## config.mk

```make
export PLATFORM = sky130hd
export DESIGN_NAME = core_data_demux
export DESIGN_NICKNAME = d
export VERILOG_FILES = /design/src/rtl/core_data_demux_pkg.sv /design/src/rtl/core_data_demux_fifo.sv /design/src/rtl/core_data_demux.sv
export SDC_FILE = /design/constraint.sdc
export NUM_CORES = 1
export LEC_CHECK = 0
export CAP_MARGIN = 20
export CORE_AREA = 2 2 173 175
export CTS_CLUSTER_DIAMETER = 150
export CTS_CLUSTER_SIZE = 24
export DETAILED_ROUTE_END_ITERATION = 8
export DIE_AREA = 0 0 175 177
export GPL_TIMING_DRIVEN = 0
export HOLD_SLACK_MARGIN = 0.15
export RECOVER_POWER = 25
export SLEW_MARGIN = 5
export SYNTH_ARGS = -nofsm -noshare
export SYNTH_HDL_FRONTEND = slang
export SYNTH_SLANG_ARGS = --single-unit
```

## constraint.sdc

```tcl
create_clock -name clk_i -period 8.6 [get_ports clk_i]
set_clock_uncertainty 0.2 [all_clocks]
set_input_delay 2.58 -clock clk_i [delete_from_list [all_inputs] [get_ports clk_i]]
set_output_delay 2.58 -clock clk_i [all_outputs]
set_load 0.02 [all_outputs]
```

## src/rtl/core_data_demux_pkg.sv

```systemverilog
// Shared types and address decode for the core data-port demultiplexer.
package core_data_demux_pkg;

  typedef enum logic [1:0] {
    TGT_PERIPH = 2'd0,
    TGT_STACK  = 2'd1,
    TGT_TCDM   = 2'd2
  } target_e;

  localparam int unsigned DEFAULT_ID        = 10;
  localparam int unsigned DEFAULT_HWPE_BIT  = 20;

  // Default-width tag entry; the top re-declares it at its own ID width.
  typedef struct packed {
    target_e                 target;
    logic [DEFAULT_ID-1:0]   tag;
  } fifo_entry_t;

  function automatic target_e decode_target(input logic [31:0] addr,
                                            input int unsigned base_bit = DEFAULT_HWPE_BIT);
    target_e tgt;
    if (addr[base_bit])
      tgt = TGT_PERIPH;
    else if (addr[31:24] == 8'h00)
      tgt = TGT_STACK;
    else
      tgt = TGT_TCDM;
    return tgt;
  endfunction

endpackage

```

## src/rtl/core_data_demux_fifo.sv

```systemverilog
// In-order tag FIFO with a registered head; depth and entry type are parameters.
module core_data_demux_fifo
  import core_data_demux_pkg::*;
#(
  parameter int unsigned DEPTH = 2,
  parameter type         T     = fifo_entry_t
) (
  input  logic clk_i,
  input  logic rst_ni,
  input  logic push_i,
  input  T     data_i,
  input  logic pop_i,
  output T     head_o,
  output logic full_o,
  output logic empty_o
);

  localparam int unsigned PTR_W = (DEPTH > 1) ? $clog2(DEPTH) : 1;
  localparam int unsigned CNT_W = $clog2(DEPTH + 1);
  localparam logic [PTR_W-1:0] LAST_PTR = PTR_W'(DEPTH - 1);
  localparam logic [CNT_W-1:0] FULL_CNT = CNT_W'(DEPTH);

  T                 r_mem [DEPTH];
  logic [PTR_W-1:0] r_wptr;
  logic [PTR_W-1:0] r_rptr;
  logic [CNT_W-1:0] r_count;

  // Pointers wrap at DEPTH, which need not be a power of two.
  function automatic logic [PTR_W-1:0] next_ptr(input logic [PTR_W-1:0] p);
    return (p == LAST_PTR) ? '0 : p + 1'b1;
  endfunction

  always_ff @(posedge clk_i or negedge rst_ni) begin
    if (!rst_ni) begin
      r_wptr  <= '0;
      r_rptr  <= '0;
      r_count <= '0;
      for (int i = 0; i < int'(DEPTH); i++) r_mem[i] <= '0;
    end else begin
      if (push_i) begin
        r_mem[r_wptr] <= data_i;
        r_wptr        <= next_ptr(r_wptr);
      end
      if (pop_i) r_rptr <= next_ptr(r_rptr);
      case ({push_i, pop_i})
        2'b10:   r_count <= r_count + 1'b1;
        2'b01:   r_count <= r_count - 1'b1;
        default: r_count <= r_count;
      endcase
    end
  end

  assign head_o  = r_mem[r_rptr];
  assign full_o  = (r_count == FULL_CNT);
  assign empty_o = (r_count == '0);

endmodule

```

## src/rtl/core_data_demux.sv

```systemverilog
// Routes the core data port to PERIPH, STACK or TCDM and steers responses back
// in order using a FIFO of target tags; flags responses that arrive out of turn.
module core_data_demux
  import core_data_demux_pkg::*;
#(
  parameter int unsigned ID                 = 10,
  parameter int unsigned HWPE_ADDR_BASE_BIT = 20,
  parameter int unsigned MAX_OUTSTANDING    = 2
) (
  input  logic          clk_i,
  input  logic          rst_ni,
  input  logic          data_req_i,
  input  logic          data_we_i,
  input  logic [3:0]    data_be_i,
  input  logic [31:0]   data_addr_i,
  input  logic [31:0]   data_wdata_i,
  output logic          data_gnt_o,
  output logic          data_rvalid_o,
  output logic          data_err_o,
  output logic [31:0]   data_rdata_o,
  output logic          periph_req_o,
  output logic          periph_wen_o,
  output logic [3:0]    periph_be_o,
  output logic [31:0]   periph_add_o,
  output logic [31:0]   periph_data_o,
  output logic [ID-1:0] periph_id_o,
  input  logic          periph_gnt_i,
  input  logic          periph_r_valid_i,
  input  logic [31:0]   periph_r_data_i,
  input  logic [ID-1:0] periph_r_id_i,
  output logic          stack_req_o,
  output logic          stack_wen_o,
  output logic [3:0]    stack_be_o,
  output logic [31:0]   stack_add_o,
  output logic [31:0]   stack_data_o,
  input  logic          stack_gnt_i,
  input  logic          stack_r_valid_i,
  input  logic [31:0]   stack_r_data_i,
  output logic          tcdm_req_o,
  output logic          tcdm_wen_o,
  output logic [3:0]    tcdm_be_o,
  output logic [31:0]   tcdm_add_o,
  output logic [31:0]   tcdm_data_o,
  input  logic          tcdm_gnt_i,
  input  logic          tcdm_r_valid_i,
  input  logic [31:0]   tcdm_r_data_i,
  output logic          stray_o
);

  typedef struct packed {
    target_e       target;
    logic [ID-1:0] tag;
  } entry_t;

  target_e       w_sel;
  entry_t        w_head;
  entry_t        w_push_entry;
  logic          w_full;
  logic          w_empty;
  logic          w_head_rvalid;
  logic [31:0]   w_head_rdata;
  logic          w_pop;
  logic          w_space;
  logic          w_sel_gnt;
  logic          w_push;
  logic          w_stray_evt;
  logic [ID-1:0] r_tag;
  logic          r_stray;

  assign w_sel = decode_target(data_addr_i, HWPE_ADDR_BASE_BIT);

  always_comb begin
    w_head_rvalid = 1'b0;
    w_head_rdata  = '0;
    case (w_head.target)
      TGT_PERIPH: begin w_head_rvalid = periph_r_valid_i; w_head_rdata = periph_r_data_i; end
      TGT_STACK:  begin w_head_rvalid = stack_r_valid_i;  w_head_rdata = stack_r_data_i;  end
      TGT_TCDM:   begin w_head_rvalid = tcdm_r_valid_i;   w_head_rdata = tcdm_r_data_i;   end
      default:    ;
    endcase
  end

  // A pop in this cycle frees a slot for a same-cycle push even when full.
  assign w_pop   = ~w_empty & w_head_rvalid;
  assign w_space = ~w_full | w_pop;

  always_comb begin
    w_sel_gnt = 1'b0;
    case (w_sel)
      TGT_PERIPH: w_sel_gnt = periph_gnt_i;
      TGT_STACK:  w_sel_gnt = stack_gnt_i;
      TGT_TCDM:   w_sel_gnt = tcdm_gnt_i;
      default:    w_sel_gnt = 1'b0;
    endcase
  end

  assign w_push       = data_req_i & w_sel_gnt & w_space;
  assign w_push_entry = '{target: w_sel, tag: r_tag};

  assign periph_req_o  = data_req_i & (w_sel == TGT_PERIPH) & w_space;
  assign stack_req_o   = data_req_i & (w_sel == TGT_STACK)  & w_space;
  assign tcdm_req_o    = data_req_i & (w_sel == TGT_TCDM)   & w_space;

  assign periph_wen_o  = ~data_we_i;
  assign periph_be_o   = data_be_i;
  assign periph_add_o  = data_addr_i;
  assign periph_data_o = data_wdata_i;
  assign periph_id_o   = r_tag;
  assign stack_wen_o   = ~data_we_i;
  assign stack_be_o    = data_be_i;
  assign stack_add_o   = data_addr_i;
  assign stack_data_o  = data_wdata_i;
  assign tcdm_wen_o    = ~data_we_i;
  assign tcdm_be_o     = data_be_i;
  assign tcdm_add_o    = {8'h00, data_addr_i[23:0]};
  assign tcdm_data_o   = data_wdata_i;

  assign data_gnt_o    = w_push;
  assign data_rvalid_o = w_pop;
  assign data_rdata_o  = w_head_rdata;
  assign data_err_o    = w_pop & (w_head.target == TGT_PERIPH) & (periph_r_id_i != w_head.tag);

  // Any response not coming from the head target is out of turn and dropped.
  assign w_stray_evt = w_empty
    ? (periph_r_valid_i | stack_r_valid_i | tcdm_r_valid_i)
    : ((periph_r_valid_i & (w_head.target != TGT_PERIPH)) |
       (stack_r_valid_i  & (w_head.target != TGT_STACK))  |
       (tcdm_r_valid_i   & (w_head.target != TGT_TCDM)));

  always_ff @(posedge clk_i or negedge rst_ni) begin
    if (!rst_ni) begin
      r_tag   <= '0;
      r_stray <= 1'b0;
    end else begin
      if (w_push && (w_sel == TGT_PERIPH)) r_tag <= r_tag + 1'b1;
      if (w_stray_evt) r_stray <= 1'b1;
    end
  end

  assign stray_o = r_stray;

  core_data_demux_fifo #(
    .DEPTH (MAX_OUTSTANDING),
    .T     (entry_t)
  ) u_fifo (
    .clk_i   (clk_i),
    .rst_ni  (rst_ni),
    .push_i  (w_push),
    .data_i  (w_push_entry),
    .pop_i   (w_pop),
    .head_o  (w_head),
    .full_o  (w_full),
    .empty_o (w_empty)
  );

endmodule

```

# Word-level counts from Yosys, hierarchy flattened
# Index checks and enable logic that the tools add are counted.
[totals] register_bits=39 latchBits=0 ramBits=0 rom_bits=0 inputBits=184 output_inout_bits=256 wordCells=74 mem_count=0
[op_classes] add_sub_neg=5 mul=0 div=0 order_cmp=3 eq_ne=10 shift=0 n_mux=15 bitwise=24 n_reduce_logical=8
[op_table] op="$pmux W32 S3" count=1
[op_table] op="$mux W12" count=4
[op_table] op="$bwmux W24" count=1
[op_table] op="$and A1 B1 Y1" count=14
[op_table] op="$demux W12 S1" count=1
[op_table] op="$add A10 B1 Y10 const B" count=1
[op_table] op="$ne A10 B10 Y1" count=1
[op_table] op="$eq A2 B2 Y1 const B" count=4
[op_table] op="$logic_not A8 Y1" count=1
[op_table] op="$eq A2 B1 Y1 const B" count=3
[op_table] op="$logic_not A2 Y1" count=3
[op_table] op="$pmux W1 S3" count=2
[op_table] op="$or A1 B1 Y1" count=5
[op_table] op="$ge A2 B2 Y1 const B" count=2
[op_table] op="$mux W2" count=2
[op_table] op="$not A1 Y2" count=2
[op_table] op="$pmux W2 S2" count=1
[op_table] op="$reduce_bool A2 Y1" count=2
[op_table] op="$mux W1" count=3
[op_table] op="$not A1 Y1" count=3
[op_table] op="$add A1 B1 Y1 const B" count=2
[op_table] op="$add A2 B1 Y2 const B" count=1
[op_table] op="$logic_and A1 B1 Y1" count=2
[op_table] op="$lt A2 B1 Y1 const B" count=1
[op_table] op="3 further kinds" count=3

# Depth between registers and ports, before layout
# Gate-level depths: netlist (run 1).
[logic_depth] word_depth=11 mapped_depth=9 depth_no_buf=8

# Hierarchy
# Synthesis (run 1) repeated with hierarchy kept, for this count alone.
[unflattened] cells_unflattened=480 area_unflattened_um2=4344.2
[by_module_without_submodules] mod="core_data_demux" n_inst=1 cells_each=401 area_each_um2=3040.4 seq_area_each_um2=275.3
[by_module_without_submodules] mod="core_data_demux_fifo" n_inst=1 cells_each=79 area_each_um2=1303.8 seq_area_each_um2=700.7

# Worst setup path after synthesis (run 1)
# OpenSTA, ideal clock, no wires.
[synth_path] kind="input -> output" start="input data_addr_i[27]" end="output data_gnt_o" t_arrival_ns=3.938 required_ns=5.820 setup_slack_ns=1.882 stages=5 n_path_buf=0 path_cell_list="or4_1 -> nor2_2 -> mux2i_1 -> nand3_1 -> inv_1"
[synth_between] elab_chain_cells=7 elab_cells_between_ends=9 cone_classes="2 x eq/ne; 3 x mux; 2 x bitwise; 2 x reduce/logical"
[synth_lines] item="start: declaration" line_no="core_data_demux.sv:15" source="input logic [31:0] data_addr_i,"
[synth_lines] item="$logic_not A8 Y1 *" line_no="core_data_demux_pkg.sv:24" source="else if (addr[31:24] == 8'h00)"
[synth_lines] item="$mux W2 *" line_no="core_data_demux_pkg.sv:24"
[synth_lines] item="$mux W2 *" line_no="core_data_demux_pkg.sv:22" source="if (addr[base_bit])"
[synth_lines] item="$eq A2 B2 Y1 (tied with other cells)" line_no="core_data_demux.sv:89" source="case (w_sel)"
[synth_lines] item="$pmux W1 S3 *" line_no="core_data_demux.sv:89"
[synth_lines] item="$and A1 B1 Y1 * (2 in series)" line_no="core_data_demux.sv:97" source="assign w_push = data_req_i & w_sel_gnt & w_space;"
[synth_lines] item="end: declaration" line_no="core_data_demux.sv:17" source="output logic data_gnt_o,"
# Mark *: on every way between the ends. The rest lies on a longest branch, timed or not.

# Worst setup path after layout (run 1)
[layout_path] start="input stack_r_valid_i" end="output data_gnt_o"
[layout_between] elab_chain_cells=4
[layout_lines] item="start: declaration" line_no="core_data_demux.sv:37" source="input logic stack_r_valid_i,"
[layout_lines] item="$pmux W1 S3" line_no="core_data_demux.sv:75" source="case (w_head.target)"
[layout_lines] item="$and A1 B1 Y1" line_no="core_data_demux.sv:84" source="assign w_pop = ~w_empty & w_head_rvalid;"
[layout_lines] item="$or A1 B1 Y1" line_no="core_data_demux.sv:85" source="assign w_space = ~w_full | w_pop;"
[layout_lines] item="$and A1 B1 Y1" line_no="core_data_demux.sv:97"
# No other way between the ends.

==> run_results.csv, run 1 <==
group,metric,value,unit
grt,track_usage,11.49,%
grt,grt_pass1_wl,27290,um
synth,synth_compound_area_share,5.917,%
layout,multi_input_area,1692,um^2
synth,syn_inst,494,
layout,utilization,29.94,%
layout,finalNonFillerCells,1274,
sta,hold_viol,0,
power_and_ir_drop,leakage,3.883,nW
synth,ys_top_cells_by_count,"buf_4, mux2i_1, nand2_1",
synth,synth-edff-count,0,
power_and_ir_drop,clockPowerShare,14.3,%
min_path,timing.hold.worst_endpoint,"stray_o",
grt,grt_remaining_overflow,0,
detailed_routing,wl_per_cell,15.43,um
clock_network,cts_tree,"built",
clock_network,path_clk_slew,60,ps
clock_network,cts_buffers,5,
detailed_routing,drc_errors,0,
job,cap_viol_max_count,1,
sta,finalWorstSetupSlack,786.0,ps
clock_network,cts_buffer_depth,2,
synth,synth_mux_area_share,17.52,%
power_and_ir_drop,peakVddDrop,0.1531,mV
placed_design,routabilityCongestion,0.7459,
sta,max_freq,128.0,MHz
placed_design,post-place-ws,753.7,ps
die,row_count,63,
layout,fillers,3081,
critical_path,timing.rr.start,"u_fifo.r_rptr",
power_and_ir_drop,power.density,171.9,nW/um^2
synth,avgSynthCellArea,8.903,um^2
sta,setup_viol,0,
synth,syn-cell-area,4398,um^2
synth,synth_adder_area_share,0.5690,%
die,pin_count,440,
synth,synthSimpleGateAreaFrac,9.986,%
run_status,violations,"capacitance limit, slew limit",
clock_network,ctsResizeCount,0,
synth,synth_flop_cell,"dfrtp_1",
sta,timing.final.max_slew_violations,31,
layout,ff_latch_area,975.9,um^2
power_and_ir_drop,power,1.505,mW
power_and_ir_drop,combPwrFrac,67.0,%
synth,synth.most_common_cell,"buf_4",
critical_path,worstPathArrival,5030,ps
synth,synth_top_family_by_area,"buffers and inverters",
clock_network,cts.sinks,39,
power_and_ir_drop,netSwitchingFraction,40.34,%
grt,grt_pass1_vias,4299,
clock_network,h-tree-depth,2,
critical_path,start_kind,"primary input",
critical_path,endpoint_kind,"primary output",
detailed_routing,via_per_inst,3.502,
critical_path,reg2reg_depth,7,
clock_network,clock_latency,280,ps
sta,rsz0062_at_grt,"false",
die,start_util,15.04,%
synth,ys_seq_area_share,22.19,%
synth,synth_top_area_cell,"buf_4",
sta,period_needed,7814,ps
critical_path,r2r-end,"u_fifo.r_mem[19]",
min_path,min_from,"stray_o",
synth,synth_top_cell_area_share,36.87,%
critical_path,worstPathRequired,5820,ps
critical_path,r2r_slack,5070,ps
grt,grt_max_degree,31,
synth,synth-xor-area-share,4.780,%
placed_design,port_buffers,372,
clock_network,hold_buffers,0,
sta,worstMarginPinSlew,1671,ps
sta,period_share,90.86,%
power_and_ir_drop,total_switching_power,607.1,uW
sta,finalSetupTns,0,ps
placed_design,dp_cells,1265,
synth,ys_ff_latch,39,
critical_path,path_class,"in -> out",
power_and_ir_drop,intPower,897.9,uW
detailed_routing,antenna_left,0,
detailed_routing,drt_iter0_drc,136,
clock_network,post_cts_buffers,0,
placed_design,hpwl,17300,um
die,dieArea,30980,um^2
synth,ys.warnings.count,0,
power_and_ir_drop,pwr-share-seq,18.7,%
die,core_area,29240,um^2
min_path,worst_hold_path.num_cells,2,
detailed_routing,routed_wl,19650,um
run_status,status,"finished with violations",
detailed_routing,first_pass_iters,4,
clock_network,root_buffer,"clkbuf_16",
layout,areaGrowthSynthToFinish,99.12,%
layout,final_nets,1068,
grt,antenna_found_initial,7,
layout,drive_gt1_share,27.97,%
synth,async_flop_share,100.0,%
die,dieHeight,177,um
die,die_x,175,um
synth,synth_area_leaders,"buf_4, dfrtp_1, mux2i_1",
detailed_routing,vias,4462,
sta,max-slew-margin-rel,-11.39,%
min_path,hold_class,"reg -> reg",
synth,yosysUniqueCellTypes,40,
critical_path,cp_max_fo,8,
cells by family after synthesis:
logic type / after synthesis
AOI/OAI and AO/OA: 40
xor gates and xnor gates: 24
adders and majority gates: 2
buffers and inverters: 233
DFF: 39
muxes: 70
other: 1
and+or+nand+nor: 85
per-stage QoR:
step                area (um^2)  hold WS [ps]
floorplan                  4424         257.4
global placement           8636         268.2
detailed placement         8658         262.7
CTS                        8831         277.8
global route               8755         292.0
finish                     8757         266.2
per-layer routing:
metal  share of wire [%]  track usage, %  up-vias
met5                0.21               0        -
met4                0.67          0.9028        6
met3                 9.0           4.016       14
met2                  49           19.70      203
met1                  41           14.46     2045
li1                    -               -     2194
worst max-delay path: stages:
cell and delay, ps:
dlygate4sd3_1 580, inv_1 60, o32ai_1 560, o41a_2 380, nand3_1 170, inv_1 90, clkdlybuf4s50_1 620
sequential cells by signal, indices dropped and copies added (netlist names):
name and flops:
u_fifo.r_mem 24, periph_id_o 10, u_fifo.r_count 2, stray_o 1, u_fifo.r_rptr 1, u_fifo.r_wptr 1
cell usage in the layout (no fill, tap or decap), types with 5 or more instances in the layout:
cell type	synthesis	layout
buf_4	216	217
clkbuf_1	7	11
clkbuf_16	0	5
clkdlybuf4s50_1	0	358
conb_1	1	8
dfrtp_1	39	39
dlygate4sd3_1	0	13
mux2_1	12	13
mux2_4	10	9
mux2i_1	44	44
nand2_1	40	40
nand3_1	6	6
nand4_1	5	6
nor2_1	8	8
nor3_1	6	6
o21ai_0	33	33
xnor2_1	9	9
xor2_1	15	15
power groups by stage:
stage	logic (mW)	clock network, mW	registers (mW)
after floorplan	0.608	0	0.272
after global placement	1.02	0	0.286
final	1.01	0.216	0.281
after CTS	1.04	0.219	0.285
after global routing	1.08	0.229	0.291
after detailed placement	1.03	0	0.288
final cells by class:
class,instances,area share [%]
antenna,1,0.02858
buffer,230,19.26
clock buffer,5,1.429
clock inverter,3,0.5429
inverter,3,0.1286
multi-input combinational,229,19.32
sequential,39,11.14
tap,390,5.572
timing repair buffer,374,42.58
worst max-delay path by stage:
stage | start | end | slack (ps) | cells after the start
final | stack_r_valid_i | data_gnt_o | 790 | 7
after global routing | stack_r_valid_i | data_gnt_o | 600 | 7
after CTS | data_addr_i[26] | data_gnt_o | 740 | 7
after detailed placement | data_addr_i[26] | data_gnt_o | 750 | 7
after global placement | data_addr_i[26] | data_gnt_o | 720 | 7
after floorplan | data_addr_i[27] | data_gnt_o | 1880 | 5
Power figures use the tool's default switching activity.
==> inputs of run 2 (changes only) <==
Settings changed: GPL_TIMING_DRIVEN 0 to default, REMOVE_ABC_BUFFERS from default to 1.
==> run_results.csv, run 2 (synthesis results as in run 1) <==
group,metric,value,unit
placed_design,hpwl,29910,um
clock_network,clock_latency,280,ps
die,start_util,15.04,%
grt,antenna_found_initial,30,
critical_path,start_kind,"primary input",
die,dieHeight,177,um
min_path,min_from,"stray_o",
critical_path,timing.rr.start,"u_fifo.r_rptr",
power_and_ir_drop,netSwitchingFraction,40.52,%
clock_network,cts_tree,"built",
power_and_ir_drop,leakage,2.112,nW
clock_network,hold_buffers,0,
layout,areaGrowthSynthToFinish,21.51,%
min_path,timing.hold.worst_endpoint,"stray_o",
detailed_routing,vias,3470,
sta,max-slew-margin-rel,-42.34,%
detailed_routing,first_pass_iters,4,
layout,fin_area,5344,um^2
sta,period_share,91.78,%
clock_network,cts_buffers,5,
critical_path,worstPathRequired,5820,ps
grt,grt_max_degree,40,
critical_path,cpMaxStageDelayCell,"clkdlybuf4s50_1",
detailed_routing,wl_per_cell,36.89,um
grt,grt_pass1_wl,40050,um
power_and_ir_drop,intPower,743.2,uW
power_and_ir_drop,total_switching_power,506.2,uW
clock_network,path_clk_slew,60,ps
run_status,violations,"capacitance limit, slew limit",
layout,regMostFlops,"u_fifo.r_mem",
layout,final_cell_mix,"clkdlybuf4s50_1, mux2i_1, nand2_1",
job,cap_viol_max_count,1,
placed_design,routabilityCongestion,0.8898,
clock_network,post_cts_buffers,0,
layout,largest_reg_flops,24,
critical_path,worstPathArrival,5110,ps
critical_path,path_class,"in -> out",
grt,grt_pass1_vias,3403,
critical_path,critPathMaxStageDelay,600,ps
detailed_routing,antenna_left,0,
placed_design,dp_cells,859,
power_and_ir_drop,peakVddDrop,0.1105,mV
layout,drive_gt1_share,4.612,%
layout,finalNonFillerCells,887,
sta,finalWorstSetupSlack,707.2,ps
die,core_area,29240,um^2
clock_network,cts.sinks,39,
critical_path,endpoint_kind,"primary output",
placed_design,port_buffers,195,
sta,timing.final.max_slew_violations,40,
clock_network,cts_buffer_depth,2,
grt,track_usage,20.41,%
critical_path,r2r-end,"u_fifo.r_mem[19]",
power_and_ir_drop,power.density,233.8,nW/um^2
detailed_routing,via_per_inst,3.912,
sta,rsz0062_at_grt,"false",
grt,grt_remaining_overflow,0,
critical_path,r2r_slack,5010,ps
sta,hold_viol,0,
sta,period_needed,7893,ps
sta,setup_viol,0,
detailed_routing,drt_iter0_drc,200,
sta,max_freq,126.7,MHz
clock_network,root_buffer,"clkbuf_16",
clock_network,h-tree-depth,2,
clock_network,ctsResizeCount,0,
layout,layout_commonest_cell,"clkdlybuf4s50_1",
placed_design,post-place-ws,808.5,ps
placed_design,placed_area,5199,um^2
die,pin_count,440,
min_path,worst_hold_path.num_cells,2,
power_and_ir_drop,pwr-share-seq,24.5,%
power_and_ir_drop,clockPowerShare,16.9,%
detailed_routing,routed_wl,32720,um
run_status,status,"finished with violations",
detailed_routing,drc_errors,0,
min_path,hold_class,"reg -> reg",
power_and_ir_drop,combPwrFrac,58.6,%
sta,finalSetupTns,0,ps
die,row_count,63,
critical_path,reg2reg_depth,6,
sta,worstMarginPinSlew,2135,ps
die,die_x,175,um
critical_path,cp_max_fo,3,
layout,final_nets,662,
critical_path,cp_cell_sequence,"dlygate4sd3_1, or4_1, nor2_1, mux2i_1, nand3_1, inv_1, clkdlybuf4s50_1",
die,dieArea,30980,um^2
power_and_ir_drop,power,1.249,mW
[run 2: critical path, delay by kind of cell]
family        cells  cell delay, ps
mux               1             290
simple gates      3             980
buf+inv           3            1260
[run 2: routing by layer]
layer	global-route usage (%)	share of wire (%)	vias to the layer above	wire length (um)
li1	-	-	1422	-
met1	16.43	28	1542	9248
met2	31.36	43	441	14200
met3	24.79	25	43	8317
met4	3.194	1.7	22	540
met5	9.615	1.3	-	421
[run 2: area by class of cell]
class | instances | area (um^2)
fillers | 3247 | 23900
repair buffers | 198 | 1964
multi-input cells | 229 | 1685
flip-flops and latches | 39 | 975.9
well taps | 390 | 488.0
clock buffers | 5 | 125.1
diodes | 20 | 50.05
clock inverters | 3 | 43.79
inverters | 3 | 11.26
[run 2: power by group through the flow]
stage	clock, mW	sequential (mW)	combinational, mW
2_1_floorplan	0	0.299	0.435
3_3_place_gp	0	0.312	0.748
3_5_place_dp	0	0.314	0.753
4_1_cts	0.216	0.311	0.755
5_1_grt	0.225	0.316	0.776
6_report	0.211	0.306	0.732
[run 2: through the flow]
stage	utilization (%)	hold slack [ps]
floorplan	-	257.4
global placement	17.78	262.9
detailed placement	17.78	266.1
CTS	18.35	280.7
global route	18.14	297.4
finish	18.27	274.0
[run 2: worst max-delay path by stage]
| stage | cells past startpoint | slack, ps | end | from |
|---|---|---|---|---|
| floorplan | 3 | 1710 | data_err_o | u_fifo.r_rptr |
| global placement | 7 | 810 | data_gnt_o | data_addr_i[27] |
| detailed placement | 7 | 810 | data_gnt_o | data_addr_i[27] |
| CTS | 7 | 770 | data_gnt_o | data_addr_i[27] |
| global route | 7 | 540 | data_gnt_o | data_addr_i[27] |
| finish | 7 | 710 | data_gnt_o | data_addr_i[27] |
==> inputs of run 3 (changes only) <==
Settings changed: CORE_AREA 2 2 173 175 to 8 8 165 167, DIE_AREA 0 0 175 177 to 0 0 173 175, PLACE_DENSITY from default to 0.64.
==> run_results.csv, run 3 (synthesis results as in run 1) <==
group,metric,value,unit
run_status,status,"finished with violations",
run_status,violations,"capacitance limit, slew limit",
placed_design,hpwl,30350,um
clock_network,cts_tree,"built",
sta,max_freq,123.9,MHz
sta,period_needed,8070,ps
power_and_ir_drop,clockPowerShare,14.6,%
power_and_ir_drop,combPwrFrac,60.6,%
layout,areaGrowthSynthToFinish,20.17,%
grt,grt_max_degree,40,
critical_path,worstPathRequired,5820,ps
detailed_routing,vias,3502,
clock_network,cts_buffers,5,
critical_path,worstPathArrival,5290,ps
sta,hold_viol,0,
layout,largest_reg_flops,24,
sta,period_share,93.84,%
power_and_ir_drop,pwr-share-seq,24.8,%
die,start_util,17.82,%
job,cap_viol_max_count,2,
clock_network,cts.sinks,39,
critical_path,path_class,"in -> out",
die,core_area,24670,um^2
sta,worstMarginPinSlew,2084,ps
grt,track_usage,21.33,%
detailed_routing,via_per_inst,4.313,
critical_path,endpoint_kind,"primary output",
power_and_ir_drop,netSwitchingFraction,41.39,%
layout,fillers,2709,
critical_path,critPathMaxStageDelay,610,ps
detailed_routing,drc_errors,0,
detailed_routing,antenna_left,0,
power_and_ir_drop,peakVddDrop,0.1063,mV
sta,timing.final.max_slew_violations,47,
critical_path,cp_max_fo,3,
grt,grt_pass1_vias,3555,
die,die_x,173,um
layout,layout_commonest_cell,"clkdlybuf4s50_1",
sta,rsz0062_at_grt,"false",
critical_path,start_kind,"primary input",
clock_network,ctsResizeCount,0,
clock_network,h-tree-depth,2,
grt,grt_pass1_wl,42060,um
detailed_routing,first_pass_iters,4,
die,dieArea,30280,um^2
die,row_count,58,
clock_network,cts_buffer_depth,2,
clock_network,path_clk_slew,60,ps
detailed_routing,routed_wl,33670,um
power_and_ir_drop,total_switching_power,508.7,uW
layout,final_nets,663,
detailed_routing,drt_iter0_drc,176,
layout,final_cell_mix,"clkdlybuf4s50_1, mux2i_1, nand2_1",
clock_network,root_buffer,"clkbuf_16",
sta,finalSetupTns,0,ps
power_and_ir_drop,leakage,2.117,nW
critical_path,cp_cell_sequence,"dlygate4sd3_1, or4_1, nor2_1, mux2i_1, nand3_1, inv_1, clkdlybuf4s50_1",
die,dieHeight,175,um
layout,regMostFlops,"u_fifo.r_mem",
grt,grt_remaining_overflow,0,
placed_design,port_buffers,195,
die,pin_count,440,
clock_network,clock_latency,280,ps
clock_network,hold_buffers,0,
sta,setup_viol,0,
grt,antenna_found_initial,31,
critical_path,cpMaxStageDelayCell,"clkdlybuf4s50_1",
sta,max-slew-margin-rel,-38.91,%
detailed_routing,wl_per_cell,41.46,um
placed_design,routabilityCongestion,0.8307,
clock_network,post_cts_buffers,0,
layout,drive_gt1_share,6.695,%
power_and_ir_drop,power.density,232.6,nW/um^2
power_and_ir_drop,power,1.229,mW
min_path,hold_class,"reg -> reg",
power_and_ir_drop,intPower,720.5,uW
## run 3: cell count changes in the layout (fill, tap and decap cells not counted), moves of 2 or more
cell / change
diode_2: -16
mux2_4: +7
mux2_1: -7
clkinvlp_4: +2
## run 3: per-stage QoR
stage                     utilization, %  setup slack (ps)  hold slack [ps]  cells  instance area [um^2]
after global routing               21.40             372.5            290.0    810                  5280
after global placement             20.74             591.3            249.5    798                  5116
after floorplan                        -              1709            257.4    271                  2723
after detailed placement           20.74             577.1            256.9    798                  5116
final                              21.42             530.1            257.4    812                  5285
after CTS                          21.32             567.8            269.7    806                  5261
## run 3: worst paths after layout
check	endpoint	slack, ps	cells past startpoint	from
max	data_gnt_o	530	7	data_addr_i[29]
min	stray_o	260	2	stray_o
max reg2reg	u_fifo.r_mem[17]	4650	6	u_fifo.r_rptr
min reg2reg	stray_o	260	2	stray_o
max in group asynchronous	u_fifo.r_mem[1]	4300	1	rst_ni
min in group asynchronous	periph_id_o[3]	2690	1	rst_ni
## run 3: final cells by class
| class | count | area, um^2 | area share, % |
|---|---|---|---|
| clock buffers | 5 | 125.1 | 2.367 |
| flip-flops and latches | 39 | 975.9 | 18.47 |
| diodes | 4 | 10.01 | 0.1894 |
| inverters | 3 | 11.26 | 0.2131 |
| well taps | 330 | 412.9 | 7.812 |
| repair buffers | 199 | 1999 | 37.83 |
| multi-input cells | 229 | 1730 | 32.74 |
| clock inverters | 3 | 20.02 | 0.3788 |
## run 3: critical path: cells and delay by family
| kind | cells | cell delay (ps) |
|---|---|---|
| buffers and inverters | 3 | 1340 |
| and+or+nand+nor | 3 | 1030 |
| muxes | 1 | 340 |
## run 3: power groups by stage
stage	registers (mW)	clock network, mW	logic (mW)
6_report	0.304	0.180	0.745
4_1_cts	0.308	0.182	0.757
5_1_grt	0.314	0.191	0.794
2_1_floorplan	0.299	0	0.435
3_3_place_gp	0.308	0	0.751
3_5_place_dp	0.310	0	0.755
## run 3: layer usage
layer	part of all wire, %	GRT usage (%)	up-vias	routed length (um)
li1	-	-	1395	-
met1	31	18.52	1509	10410
met2	42	31.94	501	14190
met3	23	23.89	55	7816
met4	2.1	4.276	42	721
met5	1.6	9.136	-	529
